[src/rtl/uart_pkg.sv]
// Shared UART definitions: transmit FSM encoding, frame sizing and the
// parity rule used by both the transmitter and the receiver's checker.
package uart_pkg;

  typedef enum logic [2:0] {
    ST_IDLE   = 3'd0,
    ST_START  = 3'd1,
    ST_DATA   = 3'd2,
    ST_PARITY = 3'd3,
    ST_STOP   = 3'd4
  } tx_state_t;

  // start + parity + stop around the data bits
  localparam int FRAME_OVERHEAD = 3;

  function automatic int frame_bits(input int word_length);
    return word_length + FRAME_OVERHEAD;
  endfunction

  // Zero-extending the word does not change its XOR, so one 32-bit function
  // serves every word length up to 32.
  function automatic logic parity_bit(input logic [31:0] data, input logic even);
    return even ? (^data) : (~^data);
  endfunction

endpackage

[src/rtl/uart_baud_counter.sv]
// Bit-period timer: counts 0..CLKS_PER_BIT-1, flags the last clk of each
// bit period with bit_end and wraps. clear holds it at zero.
module uart_baud_counter #(
  parameter int CLKS_PER_BIT = 16,
  localparam int CNT_W = (CLKS_PER_BIT > 1) ? $clog2(CLKS_PER_BIT) : 1
) (
  input  logic             clk,
  input  logic             reset,
  input  logic             clear,
  output logic [CNT_W-1:0] count,
  output logic             bit_end
);

  assign bit_end = (count == CNT_W'(CLKS_PER_BIT - 1));

  // Count up through one bit period, wrapping on the last clk.
  always_ff @(posedge clk or posedge reset) begin
    if (reset) begin
      count <= '0;
    end else if (clear || bit_end) begin
      count <= '0;
    end else begin
      count <= count + 1'b1;
    end
  end

endmodule

[src/rtl/uart_tx_framer.sv]
// UART transmit framer: start(0), data LSB first, parity, stop(1), with a
// one-word holding buffer so the next word can follow with no idle gap.
//
//  state     | meaning
//  ----------+--------------------------------------------------------
//  ST_IDLE   | line high; waits for a word in the holding buffer
//  ST_START  | line low for one bit period
//  ST_DATA   | shifts out WORD_LENGTH bits, LSB first
//  ST_PARITY | line carries the parity computed at load time
//  ST_STOP   | line high; TX_Done on last clk; reloads if a word waits
module uart_tx_framer
  import uart_pkg::*;
#(
  parameter int WORD_LENGTH  = 8,
  parameter int CLKS_PER_BIT = 16,
  parameter bit PARITY_EVEN  = 1'b1
) (
  input  logic                   clk,
  input  logic                   reset,
  input  logic [WORD_LENGTH-1:0] DATATX,
  input  logic                   Transmit,
  output logic                   SerialDataOut,
  output logic                   TX_Busy,
  output logic                   TX_Ready,
  output logic                   TX_Done,
  output logic                   TX_Overrun
);

  localparam int CNT_W = (CLKS_PER_BIT > 1) ? $clog2(CLKS_PER_BIT) : 1;
  localparam int IDX_W = (WORD_LENGTH > 1) ? $clog2(WORD_LENGTH) : 1;

  tx_state_t              state;
  logic [WORD_LENGTH-1:0] hold_data;
  logic [WORD_LENGTH-1:0] shift_q;
  logic [WORD_LENGTH-1:0] shift_next;
  logic                   hold_valid;
  logic                   parity_q;
  logic [IDX_W-1:0]       bit_idx;
  logic [CNT_W-1:0]       baud_count;
  logic                   bit_end;
  logic                   drain;
  logic                   capture;
  logic                   load_parity;
  logic                   baud_clear;

  // The buffer is emptied when idle with a word waiting, or at the very end
  // of a stop bit when the next frame starts straight away.
  assign drain       = hold_valid && ((state == ST_IDLE) || ((state == ST_STOP) && bit_end));
  assign capture     = Transmit && (!hold_valid || drain);
  assign load_parity = parity_bit(32'(hold_data), PARITY_EVEN);
  assign shift_next  = shift_q >> 1;
  assign baud_clear  = (state == ST_IDLE);

  uart_baud_counter #(
    .CLKS_PER_BIT(CLKS_PER_BIT)
  ) u_baud (
    .clk    (clk),
    .reset  (reset),
    .clear  (baud_clear),
    .count  (baud_count),
    .bit_end(bit_end)
  );

  // Holding buffer, ready flag and overrun pulse.
  always_ff @(posedge clk or posedge reset) begin
    if (reset) begin
      hold_data  <= '0;
      hold_valid <= 1'b0;
      TX_Ready   <= 1'b1;
      TX_Overrun <= 1'b0;
    end else begin
      TX_Overrun <= Transmit && hold_valid && !drain;
      if (capture) begin
        hold_data  <= DATATX;
        hold_valid <= 1'b1;
        TX_Ready   <= 1'b0;
      end else if (drain) begin
        hold_valid <= 1'b0;
        TX_Ready   <= 1'b1;
      end
    end
  end

  // Frame sequencer with registered line, busy and done outputs.
  always_ff @(posedge clk or posedge reset) begin
    if (reset) begin
      state         <= ST_IDLE;
      shift_q       <= '0;
      parity_q      <= 1'b0;
      bit_idx       <= '0;
      SerialDataOut <= 1'b1;
      TX_Busy       <= 1'b0;
      TX_Done       <= 1'b0;
    end else begin
      TX_Done <= 1'b0;
      case (state)
        ST_IDLE: begin
          SerialDataOut <= 1'b1;
          TX_Busy       <= 1'b0;
          if (hold_valid) begin
            shift_q       <= hold_data;
            parity_q      <= load_parity;
            bit_idx       <= '0;
            SerialDataOut <= 1'b0;
            TX_Busy       <= 1'b1;
            state         <= ST_START;
          end
        end
        ST_START: begin
          if (bit_end) begin
            SerialDataOut <= shift_q[0];
            state         <= ST_DATA;
          end
        end
        ST_DATA: begin
          if (bit_end) begin
            if (bit_idx == IDX_W'(WORD_LENGTH - 1)) begin
              SerialDataOut <= parity_q;
              state         <= ST_PARITY;
            end else begin
              shift_q       <= shift_next;
              SerialDataOut <= shift_next[0];
              bit_idx       <= bit_idx + 1'b1;
            end
          end
        end
        ST_PARITY: begin
          if (bit_end) begin
            SerialDataOut <= 1'b1;
            state         <= ST_STOP;
          end
        end
        ST_STOP: begin
          // Registered pulse lands on the final clk of the stop bit.
          if (baud_count == CNT_W'(CLKS_PER_BIT - 2)) begin
            TX_Done <= 1'b1;
          end
          if (bit_end) begin
            if (hold_valid) begin
              shift_q       <= hold_data;
              parity_q      <= load_parity;
              bit_idx       <= '0;
              SerialDataOut <= 1'b0;
              state         <= ST_START;
            end else begin
              SerialDataOut <= 1'b1;
              TX_Busy       <= 1'b0;
              state         <= ST_IDLE;
            end
          end
        end
        default: begin
          SerialDataOut <= 1'b1;
          TX_Busy       <= 1'b0;
          state         <= ST_IDLE;
        end
      endcase
    end
  end

endmodule

[config.mk]
export PLATFORM = sky130hd
export DESIGN_NAME = uart_tx_framer
export DESIGN_NICKNAME = d
export VERILOG_FILES = /design/src/rtl/uart_pkg.sv /design/src/rtl/uart_baud_counter.sv /design/src/rtl/uart_tx_framer.sv
export SDC_FILE = /design/constraint.sdc
export NUM_CORES = 1
export LEC_CHECK = 0
export ABC_AREA = 1
export BUFFER_PORTS_ARGS = -buffer_cell sky130_fd_sc_hd__buf_2
export CAP_MARGIN = 10
export CORE_MARGIN = 4
export CORE_UTILIZATION = 47
export DETAILED_ROUTE_END_ITERATION = 7
export PLACE_DENSITY_LB_ADDON = 0.2
export SLEW_MARGIN = 20
export SYNTH_ARGS = -nofsm -noshare
export SYNTH_HDL_FRONTEND = slang
export SYNTH_SLANG_ARGS = --single-unit
[constraint.sdc]
create_clock -name clk -period 3.4 [get_ports clk]
set_clock_uncertainty 0.15 [all_clocks]
set_input_delay 0.68 -clock clk [delete_from_list [all_inputs] [get_ports clk]]
set_output_delay 0.68 -clock clk [all_outputs]
set_load 0.01 [all_outputs]
== After elaboration in Yosys (flattened, before gate mapping) ==
Index checks and enable logic that the tools add are counted.
Storage, ports and cells
  bits in read-only memories: 0
  memories kept: 0
  bits in latches: 0
  flip-flop bits (word level): 33
  RAM bits: 0
Cells by class
  shift operators: 0
  divide/modulo/power cells: 0
  bitwise operators: 1
  $lt $le $gt $ge: 0
  $add $sub $neg: 2
  eq/ne operators: 15
  multiplexer cells: 39
  multipliers: 0
  reductions and logical operators: 21
Operators with widths (count)
  $mux W8: 4
  $reduce_xor A32 Y1: 1
  $mux W3: 10
  $pmux W8 S3: 1
  $mux W1: 18
  $ne A2 B2 Y1 const B: 8
  $pmux W3 S5: 1
  $pmux W3 S3: 1
  $eq A4 B4 Y1 const B: 2
  $reduce_and A4 Y1: 2
  $eq A3 B2 Y1 const B: 2
  $eq A3 B3 Y1 const B: 2
  $reduce_and A6 Y1: 1
  $logic_and A1 B1 Y1: 5
  $pmux W1 S5: 1
  $add A4 B1 Y4 const B: 1
  $mux W4: 1
  $reduce_bool A2 Y1: 2
  $add A3 B1 Y3 const B: 1
  $eq A3 B1 Y1 const B: 1
  $logic_not A3 Y1: 1
  $logic_or A1 B1 Y1: 3
  $pmux W1 S3: 1
  $reduce_and A3 Y1: 1
  other kinds (6): 7

== Longest topological paths before layout ==
  depth in word-level cells: 7
  depth in mapped cells: 9
  depth with buffers taken out: 9

== By module ==
A second synthesis with hierarchy kept.
Unflattened totals
  cells, all modules: 235
  area, all modules: 1796.7 µm²
By module, submodules not included
  uart_tx_framer: sequential area each 728.2 µm², cells an instance 215, times used 1, area an instance 1600.3 µm²
  uart_baud_counter: sequential area each 100.1 µm², cells an instance 20, times used 1, area an instance 196.4 µm²

== Least setup slack after synthesis ==
No wires, ideal clock.
  path kind: register to register
  start: reg u_baud.count[0]
  end: reg hold_data[7]
  cell stages (with the launch flop): 9
  path slack: 1784 ps
  data arrival time: 1349 ps
  path buffers: 1
  path through: dfrtp_1 -> ha_1 -> nand3_1 -> nand2_2 -> nand2_2 -> nand2_1 -> buf_4 -> nand3_1 -> nand2_1
Between the ends
  word-level cells in the longest chain between the ends: 6
Ends and longest elaborated chain
  from (decl): line uart_baud_counter.sv:10  | output logic [CNT_W-1:0] count,
  from (signal assigned): line uart_baud_counter.sv:23  | count <= count + 1'b1;
  $eq A4 B4 Y1: line uart_baud_counter.sv:14  | assign bit_end = (count == CNT_W'(CLKS_PER_BIT - 1));
  $logic_and A1 B1 Y1: line uart_tx_framer.sv:48  | assign drain = hold_valid && ((state == ST_IDLE) || ((state == ST_STOP) && bit_end));
  $logic_or A1 B1 Y1: line uart_tx_framer.sv:48
  $logic_and A1 B1 Y1: line uart_tx_framer.sv:48
  $logic_or A1 B1 Y1: line uart_tx_framer.sv:49  | assign capture = Transmit && (!hold_valid || drain);
  $logic_and A1 B1 Y1: line uart_tx_framer.sv:49
  to (signal assigned): line uart_tx_framer.sv:67  | hold_data <= '0;
  to (signal assigned): line uart_tx_framer.sv:74  | hold_data <= DATATX;
  to (decl): line uart_tx_framer.sv:33  | logic [WORD_LENGTH-1:0] hold_data;
Every way passes these cells.
A chain may end at the register's enable or synchronous reset.

== Worst setup path after layout ==
  start: reg u_baud.count[0]
  end: reg hold_data[3]
Same word-level chain as after synthesis.

==> results.md <==
* Relative slew slack at about 36%
* Crit path to: hold_data[3]
* DR vias/cell at approximately 4.9
* Setup TNS at 0 ns
* Floorplan core area at 3660 sq um
* CTS Buffer Depth at 2
* Core Util, Final at 54.4%
* Pwr Total at 0.826 mW
* Worst-path clk slew at 0.07 ns
* Met2 WL at 1490 microns
* Maxcap violations at 0
* Register area share after synthesis at 46.5%
* Antenna violations before repair at 0
* Avg Cell Area, Syn at 7.42 sq um
* Crit path capture type: register
* Failing checks: DRC
* Fillers at 366
* Tmin final at 2.00 ns
* WL met3 at 145 microns
* Max Slew Vio Count at 0
* Final Cycle Share at 58.9%
* Synth Cell Area at 1780 sq um
* Hold Buf Count CTS at 0
* Vias at 1496
* DIE WIDTH at 69.6 microns
* Syn Inst Count at 240
* Sequential Area at 828 sq um
* Input/output buffers at 15
* Post-Syn Nets at 255
* CTS Buf Count at 5
* R2R cell count at 8
* Critical Path Source Type: register
* Worst-margin pin slew at 0.948 ns
* Classification of the worst-slack hold path: in2async
* TritonCTS clock tree: done
* Pre-antenna DRT Iters at 8
* P&R area growth vs syn at 11.7%
* DPL Wire Length at 2410 microns
* R2R Setup Slk at 1.40 ns
* Overflow after GRT at 0
* Die H at 69.6 microns
* Critical path class: reg2reg
* DRC Markers at 2
* I/O pin count at 16
* Crit path required time at between 3 and 4 ns
* Lkg Pwr at 1.09 nW
* Critical path fanouts, max at 11
* Worst Path Arrival at 2.02 ns
* Placement Rows at 22
* Setup bufs post-CTS at 0
* Share of cells above drive strength 1 at between 10% and 20%
* Diodes inserted at 0
* Setup crit start: u_baud.count[0]
* Hold WS at between 0.3 and 0.4 ns
* Number of global-route vias before repair at 1410
* RePlAce Congestion at between 0.8 and 0.9
* Die area at between 4000 and 5000 sq um
* Worst reg2reg path startpoint: u_baud.count[0]
* Multi-input combinational cell area at 813 sq um
* Power per Cell Area at slightly above 400 nW/um^2
* Synth Register Bits at 33
* # setup viols final at 0
* Synth warn at 0
* PostCTS Resize Cnt at 0
* FF-to-FF End: hold_data[3]
* H-tree depth at 2
* Final Hold Fails at 0
* ANT nets after route at 0
* First-pass GRT wire length at between 6000 and 7000 microns
* Clk_lat worst skew at approximately 0.29 ns
* Root buffer cell: clkbuf_8
* RSZ-0062 raised after global routing: no
* GRT Overall Usage at 15.6%
* Fmax at 499 MHz
* Status: finished with violations
* Nets@finish at ~270
* Uppermost layer routed: met4
* WL met1 at 1700 microns
* Routed length per placed instance at 11.0 microns
* Total wire length at 3380 microns
* Library cells used by synthesis at 24
* Clock Sinks at 33
* Largest net degree at the start of global routing at 28
* Worst IR Drop VDD at about 0.24 mV
* Initial Util at 48.7%
* DRT iter0 DRCs at 60
worst min path at each step:
stage	startpoint	end	slack, ns	depth (start not counted)
4_1_cts	shift_q[1]	shift_q[1]	0.33	2
3_3_place_gp	shift_q[2]	shift_q[2]	0.31	2
3_5_place_dp	shift_q[1]	shift_q[1]	0.31	2
5_1_grt	shift_q[7]	shift_q[7]	0.34	2
6_report	reset	u_baud.count[1]	0.33	2
2_1_floorplan	shift_q[1]	shift_q[1]	0.29	2
stage by stage:
stage,setup slack (ns),std cells,cell area (sq um)
floorplan,1.78,240,1780
global placement,1.48,299,1890
detailed placement,1.42,299,1890
CTS,1.39,307,1990
global route,1.17,307,1990
finish,1.40,307,1990
sequential cells by signal (all words and copies together), names as in the netlist:
signal         count
hold_data          8
SerialDataOut      1
shift_q            8
parity_q           1
state              3
TX_Done            1
TX_Overrun         1
bit_idx            3
hold_valid         1
u_baud.count       4
TX_Ready           1
TX_Busy            1
placed cells by master, fill, tap and decap left out, drive strengths merged:
cell type	synthesis	final
xnor2	3	3
dfrtp	31	31
buf	5	17
nor2	18	18
inv	26	25
o21ai	19	19
o22ai	1	1
ha	4	4
o21a	1	1
nand3	24	24
xor2	1	1
clkinv	0	2
dfstp	2	2
nand4	2	2
a21oi	1	1
or2	1	1
nor3	3	3
nand2	97	97
clkbuf	1	7
worst max-delay path, stage by stage (launching register included):
cell     delay (ns)
dfrtp_1        0.39
ha_1           0.19
nand3_1        0.28
nand2_2        0.22
nand2_2        0.07
nand2_1        0.26
nand2_2        0.18
nand2_1        0.09
nand2_1        0.05
metal layers:
layer / vias up / global-route usage, %
met1: 674 / 19.7
met5: - / 0
li1: 789 / -
met2: 28 / 25.0
met3: 5 / 4.49
met4: 0 / 6.51
report_power, final:
group	switching (mW)	internal [mW]
sequential	0.0171	0.406
combinational	0.0454	0.0309
clock	0.143	0.183
cells by family after synthesis:
logic type | count (synthesis) | synth area share (%)
AND/OR/NAND/NOR | 145 | 33.8
flip-flops | 33 | 46.5
buffers and inverters | 32 | 7.86
AO/OA/AOI/OAI | 22 | 7.02
XOR/XNOR | 4 | 1.97
adder cells (fa/ha/maj) | 4 | 2.81
synthesized netlist by cell type:
| cell | instances | area share, % |
|---|---|---|
| inv_1 | 24 | 5.1 |
| xor2_1 | 1 | 0.49 |
| inv_2 | 2 | 0.42 |
| clkbuf_1 | 1 | 0.21 |
| or2_2 | 1 | 0.35 |
| nor2_2 | 1 | 0.35 |
| nand4_1 | 2 | 0.70 |
| buf_2 | 1 | 0.28 |
| buf_4 | 3 | 1.3 |
| o21ai_4 | 1 | 0.91 |
| nor3_1 | 3 | 0.84 |
| nor2_1 | 17 | 3.6 |
| o21ai_0 | 18 | 5.1 |
| nand2_1 | 91 | 19 |
| dfrtp_1 | 31 | 44 |
| o22ai_1 | 1 | 0.35 |
| a21oi_1 | 1 | 0.28 |
| dfstp_2 | 2 | 2.9 |
| ha_1 | 4 | 2.8 |
| xnor2_1 | 3 | 1.5 |
| nand3_1 | 24 | 6.7 |
| nand2_2 | 6 | 2.1 |
| buf_6 | 1 | 0.63 |
| o21a_1 | 1 | 0.42 |
final cells by class:
cell class              count  share of cell area [%]
flip-flops and latches     33                    41.6
multi-input cells         175                    40.9
inverters                  26                    4.90
clock buffers               7                    4.84
repair buffers             17                    4.53
well taps                  48                    3.02
clock inverters             1                   0.251
Power figures use the tool's default switching activity.
